==> src/rtl/apb_fetch_unit_pkg.sv <==
`default_nettype none
// ============================================================================
// Module   : fetch_pkg
// Purpose  : Shared types and constants for the APB instruction fetch unit.
// Revision : 1.0 - initial release
// ============================================================================
package fetch_pkg;

    localparam int FETCH_ADDR_W = 8;
    localparam int FETCH_DATA_W = 16;

    typedef enum logic [1:0] {
        SETUP  = 2'd0,
        ACCESS = 2'd1,
        HOLD   = 2'd2,
        ERR    = 2'd3
    } fetch_state_t;

    // Opcode lives in word[15:12]; only OP_IMM changes fetch behaviour
    localparam logic [3:0] OP_ADD = 4'h1;
    localparam logic [3:0] OP_SUB = 4'h2;
    localparam logic [3:0] OP_IMM = 4'h3;

endpackage
`default_nettype wire

==> src/rtl/apb_fetch_unit_if.sv <==
`default_nettype none
// ============================================================================
// Module   : apb_fetch_unit_if
// Purpose  : APB read port, instruction handshake and redirect bundle.
// Revision : 1.0 - initial release
// ============================================================================
interface apb_fetch_unit_if
    import fetch_pkg::*;
#(
    parameter int ADDR_W = FETCH_ADDR_W,
    parameter int DATA_W = FETCH_DATA_W
);

    logic [ADDR_W-1:0] paddr;
    logic              psel;
    logic              penable;
    logic              pwrite;
    logic [DATA_W-1:0] prdata;
    logic              pready;
    logic              pslverr;

    logic              ins_valid;
    logic              ins_ready;
    logic [DATA_W-1:0] ins_word;
    logic [DATA_W-1:0] ins_imm;
    logic              ins_has_imm;
    logic [ADDR_W-1:0] ins_pc;

    logic              redirect;
    logic [ADDR_W-1:0] redirect_pc;
    logic              fetch_err;

    // Fetch unit side
    modport master (
        output paddr, psel, penable, pwrite,
        input  prdata, pready, pslverr,
        output ins_valid, ins_word, ins_imm, ins_has_imm, ins_pc,
        input  ins_ready,
        input  redirect, redirect_pc,
        output fetch_err
    );

    // Memory / processor side
    modport slave (
        input  paddr, psel, penable, pwrite,
        output prdata, pready, pslverr,
        input  ins_valid, ins_word, ins_imm, ins_has_imm, ins_pc,
        output ins_ready,
        output redirect, redirect_pc,
        input  fetch_err
    );

endinterface
`default_nettype wire

==> src/rtl/apb_fetch_unit_rd_port.sv <==
`default_nettype none
// ============================================================================
// Module   : apb_rd_port
// Purpose  : Single-read APB master; owns psel/penable/paddr, reports done/err.
// Revision : 1.0 - initial release
// ============================================================================
module apb_rd_port #(
    parameter int              ADDR_W     = 8,
    parameter logic [ADDR_W-1:0] RESET_ADDR = '0
) (
    input  wire logic              clk,
    input  wire logic              rst_n,
    input  wire logic              start,
    input  wire logic [ADDR_W-1:0] start_addr,
    input  wire logic              pready,
    input  wire logic              pslverr,
    output logic                   psel,
    output logic                   penable,
    output logic [ADDR_W-1:0]      paddr,
    output logic                   done,
    output logic                   err
);

    logic              r_psel;
    logic              r_penable;
    logic [ADDR_W-1:0] r_paddr;

    // Reset parks the port in the setup phase of a read at RESET_ADDR, so the
    // first fetch is on the bus in the very first cycle after release.
    always_ff @(posedge clk) begin
        if (!rst_n) begin
            r_psel    <= 1'b1;
            r_penable <= 1'b0;
            r_paddr   <= RESET_ADDR;
        end else if (start) begin
            r_psel    <= 1'b1;
            r_penable <= 1'b0;
            r_paddr   <= start_addr;
        end else if (r_psel && !r_penable) begin
            r_penable <= 1'b1;
        end else if (done) begin
            r_psel    <= 1'b0;
            r_penable <= 1'b0;
        end
    end

    // Gating with rst_n drops the bus to idle in the same cycle reset asserts
    assign psel    = r_psel & rst_n;
    assign penable = r_penable & rst_n;
    assign paddr   = r_paddr;

    assign done = r_psel & r_penable & pready;
    assign err  = done & pslverr;

endmodule
`default_nettype wire

==> src/rtl/apb_fetch_unit.sv <==
`default_nettype none
// ============================================================================
// Module   : apb_fetch_unit
// Purpose  : APB instruction fetch with two-word (opcode + immediate) assembly,
//            valid/ready delivery, PC redirect and sticky slave-error halt.
//            Define APB_FETCH_IMM_EN to enable two-word assembly.
// Revision : 1.0 - initial release
// ============================================================================
module apb_fetch_unit
    import fetch_pkg::*;
#(
    parameter int                ADDR_W     = FETCH_ADDR_W,
    parameter int                DATA_W     = FETCH_DATA_W,
    parameter logic [ADDR_W-1:0] RESET_PC   = '0,
    parameter logic [3:0]        IMM_OPCODE = OP_IMM
) (
    input  wire logic        clk,
    input  wire logic        rst_n,
    apb_fetch_unit_if.master bus
);

    localparam logic [1:0] ST_SETUP  = SETUP;
    localparam logic [1:0] ST_ACCESS = ACCESS;
    localparam logic [1:0] ST_HOLD   = HOLD;
    localparam logic [1:0] ST_ERR    = ERR;

    localparam logic [ADDR_W-1:0] c_pc_one = ADDR_W'(1);

    logic [1:0]        r_state;
    logic [ADDR_W-1:0] r_pc;
    logic              r_redir_pend;
    logic [ADDR_W-1:0] r_redir_pc;
    logic              r_fetch_err;
    logic [DATA_W-1:0] r_ins_word;
    logic [ADDR_W-1:0] r_ins_pc;

    logic              w_start;
    logic [ADDR_W-1:0] w_start_addr;
    logic              w_done;
    logic              w_err;
    logic              w_redir_any;
    logic [ADDR_W-1:0] w_redir_tgt;
    logic [ADDR_W-1:0] w_pc_inc;
    logic              w_deliver_ok;
    logic              w_first_imm;
    logic              w_second;
    logic              w_capture_first;

    apb_rd_port #(
        .ADDR_W     (ADDR_W),
        .RESET_ADDR (RESET_PC)
    ) u_rd_port (
        .clk        (clk),
        .rst_n      (rst_n),
        .start      (w_start),
        .start_addr (w_start_addr),
        .pready     (bus.pready),
        .pslverr    (bus.pslverr),
        .psel       (bus.psel),
        .penable    (bus.penable),
        .paddr      (bus.paddr),
        .done       (w_done),
        .err        (w_err)
    );

    // A redirect seen during ACCESS is parked until the transfer completes
    assign w_redir_any  = r_redir_pend | bus.redirect;
    assign w_redir_tgt  = bus.redirect ? bus.redirect_pc : r_redir_pc;
    assign w_pc_inc     = r_pc + c_pc_one;
    assign w_deliver_ok = w_done & ~w_err & ~w_redir_any;

    assign w_capture_first = (r_state == ST_ACCESS) & w_deliver_ok & ~w_second;

    always_comb begin
        w_start      = 1'b0;
        w_start_addr = r_pc;
        case (r_state)
            ST_SETUP: begin
                if (bus.redirect) begin
                    w_start      = 1'b1;
                    w_start_addr = bus.redirect_pc;
                end
            end
            ST_ACCESS: begin
                if (w_done && !w_err) begin
                    if (w_redir_any) begin
                        w_start      = 1'b1;
                        w_start_addr = w_redir_tgt;
                    end else if (w_first_imm) begin
                        w_start      = 1'b1;
                        w_start_addr = w_pc_inc;
                    end
                end
            end
            ST_HOLD: begin
                // Redirect and acceptance together: instruction consumed, redirect owns the PC
                if (bus.redirect) begin
                    w_start      = 1'b1;
                    w_start_addr = bus.redirect_pc;
                end else if (bus.ins_ready) begin
                    w_start      = 1'b1;
                    w_start_addr = w_pc_inc;
                end
            end
            ST_ERR: begin
                if (bus.redirect) begin
                    w_start      = 1'b1;
                    w_start_addr = bus.redirect_pc;
                end
            end
            default: begin
                w_start = 1'b0;
            end
        endcase
    end

    always_ff @(posedge clk) begin
        if (!rst_n) begin
            r_state      <= ST_SETUP;
            r_pc         <= RESET_PC;
            r_redir_pend <= 1'b0;
            r_redir_pc   <= RESET_PC;
            r_fetch_err  <= 1'b0;
            r_ins_word   <= '0;
            r_ins_pc     <= RESET_PC;
        end else begin
            case (r_state)
                ST_SETUP: begin
                    if (!bus.redirect) begin
                        r_state <= ST_ACCESS;
                    end
                end
                ST_ACCESS: begin
                    if (w_done) begin
                        r_redir_pend <= 1'b0;
                        if (w_err) begin
                            r_state     <= ST_ERR;
                            r_fetch_err <= 1'b1;
                        end else if (w_redir_any || w_first_imm) begin
                            r_state <= ST_SETUP;
                        end else begin
                            r_state <= ST_HOLD;
                        end
                    end else if (bus.redirect) begin
                        r_redir_pend <= 1'b1;
                        r_redir_pc   <= bus.redirect_pc;
                    end
                end
                ST_HOLD: begin
                    if (bus.redirect || bus.ins_ready) begin
                        r_state <= ST_SETUP;
                    end
                end
                ST_ERR: begin
                    if (bus.redirect) begin
                        r_state     <= ST_SETUP;
                        r_fetch_err <= 1'b0;
                    end
                end
                default: begin
                    r_state <= ST_SETUP;
                end
            endcase

            if (w_start) begin
                r_pc <= w_start_addr;
            end

            if (w_capture_first) begin
                r_ins_word <= bus.prdata;
                r_ins_pc   <= r_pc;
            end
        end
    end

`ifdef APB_FETCH_IMM_EN
    logic              r_second;
    logic              r_has_imm;
    logic [DATA_W-1:0] r_imm;

    assign w_second    = r_second;
    assign w_first_imm = ~r_second & (bus.prdata[DATA_W-1 -: 4] == IMM_OPCODE);

    always_ff @(posedge clk) begin
        if (!rst_n) begin
            r_second  <= 1'b0;
            r_has_imm <= 1'b0;
            r_imm     <= '0;
        end else if (r_state == ST_ACCESS && w_done) begin
            r_second <= w_deliver_ok & w_first_imm;
            if (w_deliver_ok && r_second) begin
                r_imm     <= bus.prdata;
                r_has_imm <= 1'b1;
            end else if (w_deliver_ok && !w_first_imm) begin
                r_imm     <= '0;
                r_has_imm <= 1'b0;
            end
        end else if (bus.redirect) begin
            r_second <= 1'b0;
        end
    end

    assign bus.ins_imm     = r_imm;
    assign bus.ins_has_imm = r_has_imm;
`else
    logic w_unused_imm_opcode;

    assign w_second            = 1'b0;
    assign w_first_imm         = 1'b0;
    assign w_unused_imm_opcode = ^IMM_OPCODE;
    assign bus.ins_imm         = '0;
    assign bus.ins_has_imm     = 1'b0;
`endif

    assign bus.pwrite    = 1'b0;
    assign bus.ins_valid = (r_state == ST_HOLD);
    assign bus.ins_word  = r_ins_word;
    assign bus.ins_pc    = r_ins_pc;
    assign bus.fetch_err = r_fetch_err;

endmodule
`default_nettype wire

==> src/flat_wrapper.sv <==
// flat-port wrapper written by rule: the top's interface ports become plain ports
module apb_fetch_unit_flat import fetch_pkg::*;
#(
    parameter int                ADDR_W     = FETCH_ADDR_W,
    parameter int                DATA_W     = FETCH_DATA_W,
    parameter logic [ADDR_W-1:0] RESET_PC   = '0,
    parameter logic [3:0]        IMM_OPCODE = OP_IMM
)
  (clk, rst_n, bus_paddr, bus_psel, bus_penable, bus_pwrite, bus_prdata, bus_pready, bus_pslverr, bus_ins_valid, bus_ins_word, bus_ins_imm, bus_ins_has_imm, bus_ins_pc, bus_ins_ready, bus_redirect, bus_redirect_pc, bus_fetch_err);
  apb_fetch_unit_if #(.ADDR_W(ADDR_W), .DATA_W(DATA_W)) bus_i ();
  input  wire logic clk;
  input  wire logic rst_n;
  output wire logic [$bits(bus_i.paddr)-1:0] bus_paddr;
  output wire logic [$bits(bus_i.psel)-1:0] bus_psel;
  output wire logic [$bits(bus_i.penable)-1:0] bus_penable;
  output wire logic [$bits(bus_i.pwrite)-1:0] bus_pwrite;
  input wire logic [$bits(bus_i.prdata)-1:0] bus_prdata;
  input wire logic [$bits(bus_i.pready)-1:0] bus_pready;
  input wire logic [$bits(bus_i.pslverr)-1:0] bus_pslverr;
  output wire logic [$bits(bus_i.ins_valid)-1:0] bus_ins_valid;
  output wire logic [$bits(bus_i.ins_word)-1:0] bus_ins_word;
  output wire logic [$bits(bus_i.ins_imm)-1:0] bus_ins_imm;
  output wire logic [$bits(bus_i.ins_has_imm)-1:0] bus_ins_has_imm;
  output wire logic [$bits(bus_i.ins_pc)-1:0] bus_ins_pc;
  input wire logic [$bits(bus_i.ins_ready)-1:0] bus_ins_ready;
  input wire logic [$bits(bus_i.redirect)-1:0] bus_redirect;
  input wire logic [$bits(bus_i.redirect_pc)-1:0] bus_redirect_pc;
  output wire logic [$bits(bus_i.fetch_err)-1:0] bus_fetch_err;
  assign bus_paddr = bus_i.paddr;
  assign bus_psel = bus_i.psel;
  assign bus_penable = bus_i.penable;
  assign bus_pwrite = bus_i.pwrite;
  assign bus_i.prdata = bus_prdata;
  assign bus_i.pready = bus_pready;
  assign bus_i.pslverr = bus_pslverr;
  assign bus_ins_valid = bus_i.ins_valid;
  assign bus_ins_word = bus_i.ins_word;
  assign bus_ins_imm = bus_i.ins_imm;
  assign bus_ins_has_imm = bus_i.ins_has_imm;
  assign bus_ins_pc = bus_i.ins_pc;
  assign bus_i.ins_ready = bus_ins_ready;
  assign bus_i.redirect = bus_redirect;
  assign bus_i.redirect_pc = bus_redirect_pc;
  assign bus_fetch_err = bus_i.fetch_err;
  apb_fetch_unit #(.ADDR_W(ADDR_W), .DATA_W(DATA_W), .RESET_PC(RESET_PC), .IMM_OPCODE(IMM_OPCODE)) u_core (.clk(clk), .rst_n(rst_n), .bus(bus_i));
endmodule
==> config.mk <==
export PLATFORM = sky130hd
export DESIGN_NAME = apb_fetch_unit_flat
export DESIGN_NICKNAME = d
export VERILOG_FILES = /design/src/rtl/apb_fetch_unit_pkg.sv /design/src/rtl/apb_fetch_unit_if.sv /design/src/rtl/apb_fetch_unit_rd_port.sv /design/src/rtl/apb_fetch_unit.sv /design/src/flat_wrapper.sv
export SDC_FILE = /design/constraint.sdc
export NUM_CORES = 1
export LEC_CHECK = 0
export BUFFER_PORTS_ARGS = -buffer_cell sky130_fd_sc_hd__buf_4
export CELL_PAD_IN_SITES_DETAIL_PLACEMENT = 0
export CELL_PAD_IN_SITES_GLOBAL_PLACEMENT = 1
export CORE_MARGIN = 2
export CORE_UTILIZATION = 39
export DETAILED_ROUTE_END_ITERATION = 7
export PLACE_DENSITY = 0.94
export SLEW_MARGIN = 30
export SYNTH_ARGS = -nofsm -noshare
export SYNTH_HDL_FRONTEND = slang
export SYNTH_SLANG_ARGS = --single-unit
==> constraint.sdc <==
create_clock -name clk -period 4.3 [get_ports clk]
set_input_delay 0.43 -clock clk [delete_from_list [all_inputs] [get_ports clk]]
set_output_delay 0.43 -clock clk [all_outputs]
set_load 0.005 [all_outputs]
* Yosys cells after proc, flatten, opt, wreduce, memory -nomap -nowiden *
Cells that the tools add are included.

word-level totals
  flip-flop bits (word level) = 46
  input bits = 30
  output and inout bits = 54
  logic and storage cells = 81

operators by class
  $add $sub $neg = 1
  equality and inequality tests = 12
  mux-type cells = 28
  bitwise operators = 14
  reductions and logical operators = 17

operator list
  cell                 number
  $mux 8               6
  $pmux 8 s3           1
  $mux 1               12
  $mux 2               6
  $add 8x1->8 const B  1
  $and 1x1->1          8
  $ne 2x1->1 const B   4
  $ne 2x2->1 const B   4
  $pmux 2 s4           1
  $reduce_and 4->1     2
  $reduce_and 2->1     3
  $reduce_bool 2->1    3
  $not 1->1            5
  $reduce_and 5->1     1
  $eq 2x2->1 const B   2
  $reduce_or 2->1      2
  $ne 3x1->1 const B   1
  $pmux 1 s3           1
  $eq 2x1->1 const B   1
  $logic_and 1x1->1    2
  $logic_not 1->1      2
  $logic_not 2->1      1
  $pmux 1 s2           1
  $logic_or 1x1->1     1
  $or 1x1->1           1

* Longest topological paths before layout *
  depth after elaboration = 8
  depth in mapped cells = 8
  gate-level depth less buffers = 6

* Cells and area by module *
A second synthesis with hierarchy kept.

unflattened totals
  cell total of the unflattened synthesis = 359
  area, all modules = 2987.9 um^2

modules (own cells, without submodules)
  module          instances  cells each  area an instance (um^2)  seq. area each (um^2)
  apb_fetch_unit  1          322         2572.5                   880.8
  apb_rd_port     1          37          415.4                    200.2

* Worst setup path after synthesis *
Ideal clock, no wire load.

  kind = reg-to-reg
  from = register u_core.r_state[0]
  to = register u_core.r_pc[2]
  setup time = 116 ps
  arrival time = 1592 ps
  data required time = 4184 ps
  path slack = 2592 ps
  stages on the path, launching flop included = 8
  path buffers = 1
  path through = dfxtp_1 inv_1 ha_1 nor2b_1 nand2_1 and3_1 buf_4 a31o_1

between the ends
  cells in the longest elaborated chain, start to end = 4

RTL lines
  what                                                  line                   source
  from (decl)                                           apb_fetch_unit.sv:29   logic [1:0] r_state;
  from (signal assigned)                                apb_fetch_unit.sv:119  r_state <= ST_SETUP;
  from (signal assigned)                                apb_fetch_unit.sv:130  r_state <= ST_ACCESS;
  from (signal assigned)                                apb_fetch_unit.sv:137  r_state <= ST_ERR;
  $eq 2x2->1 / $logic_not 2->1 (equally long branches)  apb_fetch_unit.sv:77   case (r_state)
  $reduce_or 2->1 (no source line)                      --
  $pmux 1 s3 / $ne 2x1->1 (equally long branches)       --
  $reduce_and 5->1 (no source line)                     --
  to (signal assigned)                                  apb_fetch_unit.sv:166  r_pc <= w_start_addr;
  to (decl)                                             apb_fetch_unit.sv:30   logic [ADDR_W-1:0] r_pc;

Parallel ways exist; a longest one is shown, timed or not.
A chain may end at the register's enable or synchronous reset.

* Worst setup path in the final report *
  from = register u_core.r_state[1]
  to = register u_core.r_ins_word[1] (netlist: u_core.bus.ins_word[1])

between the ends
  cells in the longest elaborated chain, start to end = 2

RTL lines
  what                  line                   source
  $eq 2x1->1            apb_fetch_unit.sv:72   assign w_capture_first = (r_state == ST_ACCESS) & w_deliver_ok & ~w_second;
  $and 1x1->1           apb_fetch_unit.sv:72
  to (signal assigned)  apb_fetch_unit.sv:170  r_ins_word <= bus.prdata;
  to (decl)             apb_fetch_unit.sv:34   logic [DATA_W-1:0] r_ins_word;

Every way passes these cells.

==> impl_results.md <==
* Result of the run: finished, final reports clean
* Setup TNS Final at 0 ns
* Flop2flop setup slack at 1.96 ns
* Highest layer used for signal routing: met4
* Cell depth of the worst flop-to-flop path at 6
* Number of max-cap violations at 0
* Top-level port count at 84
* Final Hold Vio Count at 0
* Clk_lat worst skew at 0.30 ns
* Die W at 83.9 microns
* Worst Skew at 0.00476 ns
* Fin cells at 442
* Resized cells post-CTS at 0
* H-tree levels at 2
* Seq/Total Area, Yosys at 37.0%
* CTS Buf Count at 5
* Max stage delay cell, worst path: sky130_fd_sc_hd__or4_1
* Layout overhead on the synthesized area at 20.8%
* Post-synth EDFFs at 0
* Post-layout nets at 401
* Max Root-Sink Buffers at 2
* Worst voltage drop across the vdd grid at 0.000136 V
* Startpoint of the lowest-slack hold path: bus_prdata[8]
* Count of standard-cell rows at 29
* Finish-stage setup viols at 0
* Clock tree root driver cell: sky130_fd_sc_hd__clkbuf_8
* Endpoint of the lowest-slack register-to-register path: u_core.bus.ins_word[1]$_SDFFE_PN0P_
* Number of detailed-route iterations in the first pass at 5
* Effective utilization at floorplan at 39.7%
* Average cell area after synthesis at 8.01 sq um
* CP Max Fanout at 24
* Clock-pin slew reported for the worst setup and hold paths after clock tree synthesis at 0.08 ns
* Initial antenna violation count at 0
* Routed wire length at 6010 microns
* Slew at the pin with the worst max-slew slack at 0.777 ns
* Length of routed met2 wiring at 2820 microns
* CP cell instances: inv_1 > ha_1 > nand4_1 > or4_1 > nand2_1 > a21oi_1
* CTS tree: done
* Final antenna diode count at 0
* Type of the worst setup path: flip-flop to flip-flop
* Count of clock tree sinks at 46
* Crit path launch type: flip-flop
* Power density over cell area at 320 nW/um^2
* Aggregate global routing overflow at 0
* Die Span Y at 83.9 microns
* Number of slew-limit violations in the final report at 0
* Cell area after technology mapping at 2490 sq um
* Cell count after synthesis at 311
* Half-perimeter wire length of the detailed placement result at 4450 microns
* DIE AREA at 7040 sq um
* Number of synthesized register bits at 46
* Iter 0 DRT Violations at 185
* Crit path required time at 4.46 ns
* Fraction of post-synthesis cell area in the top cell type by area at 37.0%
* Hold Path Stages at 3
* Port Buffers at 65
* Wire length of the first global-routing pass at 9790 microns
* Post-CTS setup buffer count at 0
* Post-synth top flop: sky130_fd_sc_hd__dfxtp_1
* Final worst path period need at 2.34 ns
* Achievable frequency at 427 MHz
* Largest cells by area after synthesis: sky130_fd_sc_hd__dfxtp_1 37%, sky130_fd_sc_hd__nand2_1 10%, sky130_fd_sc_hd__buf_4 6.6%, sky130_fd_sc_hd__a21oi_1 6.4%, sky130_fd_sc_hd__mux2i_1 4.0%
* Share of layout cells above drive strength 1 at 22.2%
* Delay of the slowest critical-path stage at 0.83 ns
* Per-cell via count in the routed design at 5.18
* Library cell occupying the most area in the post-synthesis netlist: sky130_fd_sc_hd__dfxtp_1
* Number of distinct library cells after synthesis at 46
* Post-synth ARST share at 0%
* Beginning of the critical path: u_core.r_state[1]$_SDFFE_PN0P_
* Wl on met1 at 2690 microns
* Weighted congestion at the end of routability-driven global placement at 0.836
* Std-Cell Core Area at 6280 sq um
* Min-Delay Path Class: primary input to flip-flop
* Reg2Reg Launch Point: u_core.r_state[1]$_SDFFE_PN0P_
* Number of hold buffers added after CTS at 0
* Total met3 wirelength after detailed routing at 427 microns
* Arrival time at the worst endpoint at 2.50 ns
* DRC violation count after routing at 0
* Post-route total power at 0.000963 W
* Total number of yosys warnings at 0
* Antenna Violating Nets Remaining at 0
* Total instance count after detailed placement at 435
* Pin count of the biggest net entering global routing at 32
* Period utilization at 54.4%
* Number of global-route vias before repair at 2081
* RSZ-0062 raised after global routing: no
* Leakage at 1.29 nW
* Category of the worst setup path capture point: flip-flop
* Routed len/inst at 13.6 microns
* Count of vias placed by the detailed router at 2288
* End point of the most critical hold path: u_core.bus.ins_word[8]$_SDFFE_PN0P_
* Global-route usage over all layers at 16.9%
* Slew HR at 48.2%
-- worst max path at each step --
| stage | endpoint | slack, ns |
|---|---|---|
| after detailed placement | u_core.bus.ins_word[1]$_SDFFE_PN0P_ | 1.97 |
| after floorplan | u_core.r_pc[2]$_SDFFE_PN0P_ | 2.59 |
| after global placement | u_core.bus.ins_pc[6]$_SDFFE_PN0P_ | 2.03 |
| after global routing | u_core.bus.ins_word[1]$_SDFFE_PN0P_ | 1.73 |
| final | u_core.bus.ins_word[1]$_SDFFE_PN0P_ | 1.96 |
| after CTS | u_core.bus.ins_word[1]$_SDFFE_PN0P_ | 1.96 |
-- placed cells by master, fill, tap and decap left out, types with 4 or more instances in the layout --
| master | count |
|---|---|
| sky130_fd_sc_hd__conb_1 | 18 |
| sky130_fd_sc_hd__nand2b_1 | 6 |
| sky130_fd_sc_hd__buf_4 | 66 |
| sky130_fd_sc_hd__mux2i_1 | 10 |
| sky130_fd_sc_hd__nor3_1 | 4 |
| sky130_fd_sc_hd__nor2_1 | 15 |
| sky130_fd_sc_hd__and2_1 | 4 |
| sky130_fd_sc_hd__o21ai_0 | 7 |
| sky130_fd_sc_hd__nand4_1 | 5 |
| sky130_fd_sc_hd__inv_1 | 7 |
| sky130_fd_sc_hd__nand3_1 | 7 |
| sky130_fd_sc_hd__a31oi_1 | 5 |
| sky130_fd_sc_hd__clkbuf_8 | 5 |
| sky130_fd_sc_hd__dfxtp_1 | 46 |
| sky130_fd_sc_hd__a21oi_1 | 32 |
| sky130_fd_sc_hd__nor2b_1 | 6 |
| sky130_fd_sc_hd__a311oi_1 | 4 |
| sky130_fd_sc_hd__nand2_1 | 69 |
| sky130_fd_sc_hd__ha_1 | 6 |
-- state kept, by name, summed over array words and instances, names as in the netlist --
| signal | cells |
|---|---|
| u_core.r_redir_pend | 1 |
| u_core.bus.fetch_err | 1 |
| u_core.r_pc | 8 |
| u_core.bus.ins_pc | 8 |
| u_core.u_rd_port.r_psel | 1 |
| u_core.r_redir_pc | 8 |
| u_core.r_state | 2 |
| u_core.bus.ins_word | 16 |
| u_core.u_rd_port.r_penable | 1 |
-- worst max-delay path, delay by kind of cell (launching register included) --
family          cells  cell delay (ns)
simple gates        3             1.25
flops               1             0.36
buf+inv             1             0.11
compound gates      1             0.08
fa+ha+maj           1             0.41
-- layout make-up --
class / count / area (sq um)
clock buffers: 5 / 68.8
clock inverters: 2 / 10.0
fillers: 644 / 3270
inverters: 7 / 26.3
multi-input cells: 238 / 1380
flip-flops and latches: 46 / 921
well taps: 77 / 96.3
repair buffers: 67 / 507
-- stage by stage --
stage | setup WS, ns | hold WS [ns] | instance area (sq um) | utilization (%)
final | 1.96 | 0.379 | 3010 | 47.9
after global routing | 1.73 | 0.364 | 3010 | 47.9
after CTS | 1.96 | 0.367 | 3010 | 47.9
after detailed placement | 1.97 | 0.447 | 2930 | 46.6
after global placement | 2.03 | 0.442 | 2920 | 46.5
after floorplan | 2.59 | 0.453 | 2550 | -
-- Yosys cell counts (2+ instances only) --
cell type and instances:
sky130_fd_sc_hd__a2111oi_0 2, sky130_fd_sc_hd__a211oi_1 2, sky130_fd_sc_hd__a21oi_1 32, sky130_fd_sc_hd__a221oi_1 2, sky130_fd_sc_hd__a22oi_1 3, sky130_fd_sc_hd__a311oi_1 4, sky130_fd_sc_hd__a31oi_1 5, sky130_fd_sc_hd__and2_1 4
sky130_fd_sc_hd__and3_1 3, sky130_fd_sc_hd__buf_2 7, sky130_fd_sc_hd__buf_4 22, sky130_fd_sc_hd__clkbuf_1 7, sky130_fd_sc_hd__dfxtp_1 46, sky130_fd_sc_hd__ha_1 6, sky130_fd_sc_hd__inv_1 7, sky130_fd_sc_hd__mux2i_1 10
sky130_fd_sc_hd__nand2_1 69, sky130_fd_sc_hd__nand2b_1 6, sky130_fd_sc_hd__nand3_1 7, sky130_fd_sc_hd__nand3_2 2, sky130_fd_sc_hd__nand4_1 5, sky130_fd_sc_hd__nor2_1 15, sky130_fd_sc_hd__nor2b_1 6, sky130_fd_sc_hd__nor3_1 4
sky130_fd_sc_hd__nor4_1 3, sky130_fd_sc_hd__o211a_1 3, sky130_fd_sc_hd__o21ai_0 7, sky130_fd_sc_hd__o22ai_1 2, sky130_fd_sc_hd__o32ai_1 2, sky130_fd_sc_hd__xnor2_1 2
-- power by group --
part | internal (W) | leakage, nW | switching [W]
clock network | 0.000109 | 0.0438 | 0.000141
logic | 0.000103 | 0.870 | 0.000125
registers | 0.000450 | 0.373 | 0.0000347
-- metal layers --
metal / global-route usage [%] / vias up
li1: - / 1158
met1: 22.1 / 1035
met2: 27.2 / 88
met3: 4.25 / 7
met4: 5.72 / 0
met5: 0 / -
-- cell families after synthesis --
logic type               count (synthesis)  synth area share, %
AND/OR/NAND/NOR                        128                 24.1
AO/OA/AOI/OAI                           72                 19.6
flip-flops                              46                 37.0
buffers and inverters                   44                 10.6
multiplexers                            11                 4.47
adder cells (fa/ha/maj)                  6                 3.01
XOR/XNOR                                 3                 1.06
other                                    1                0.151
No activity file was read; power rests on OpenSTA's default activity.
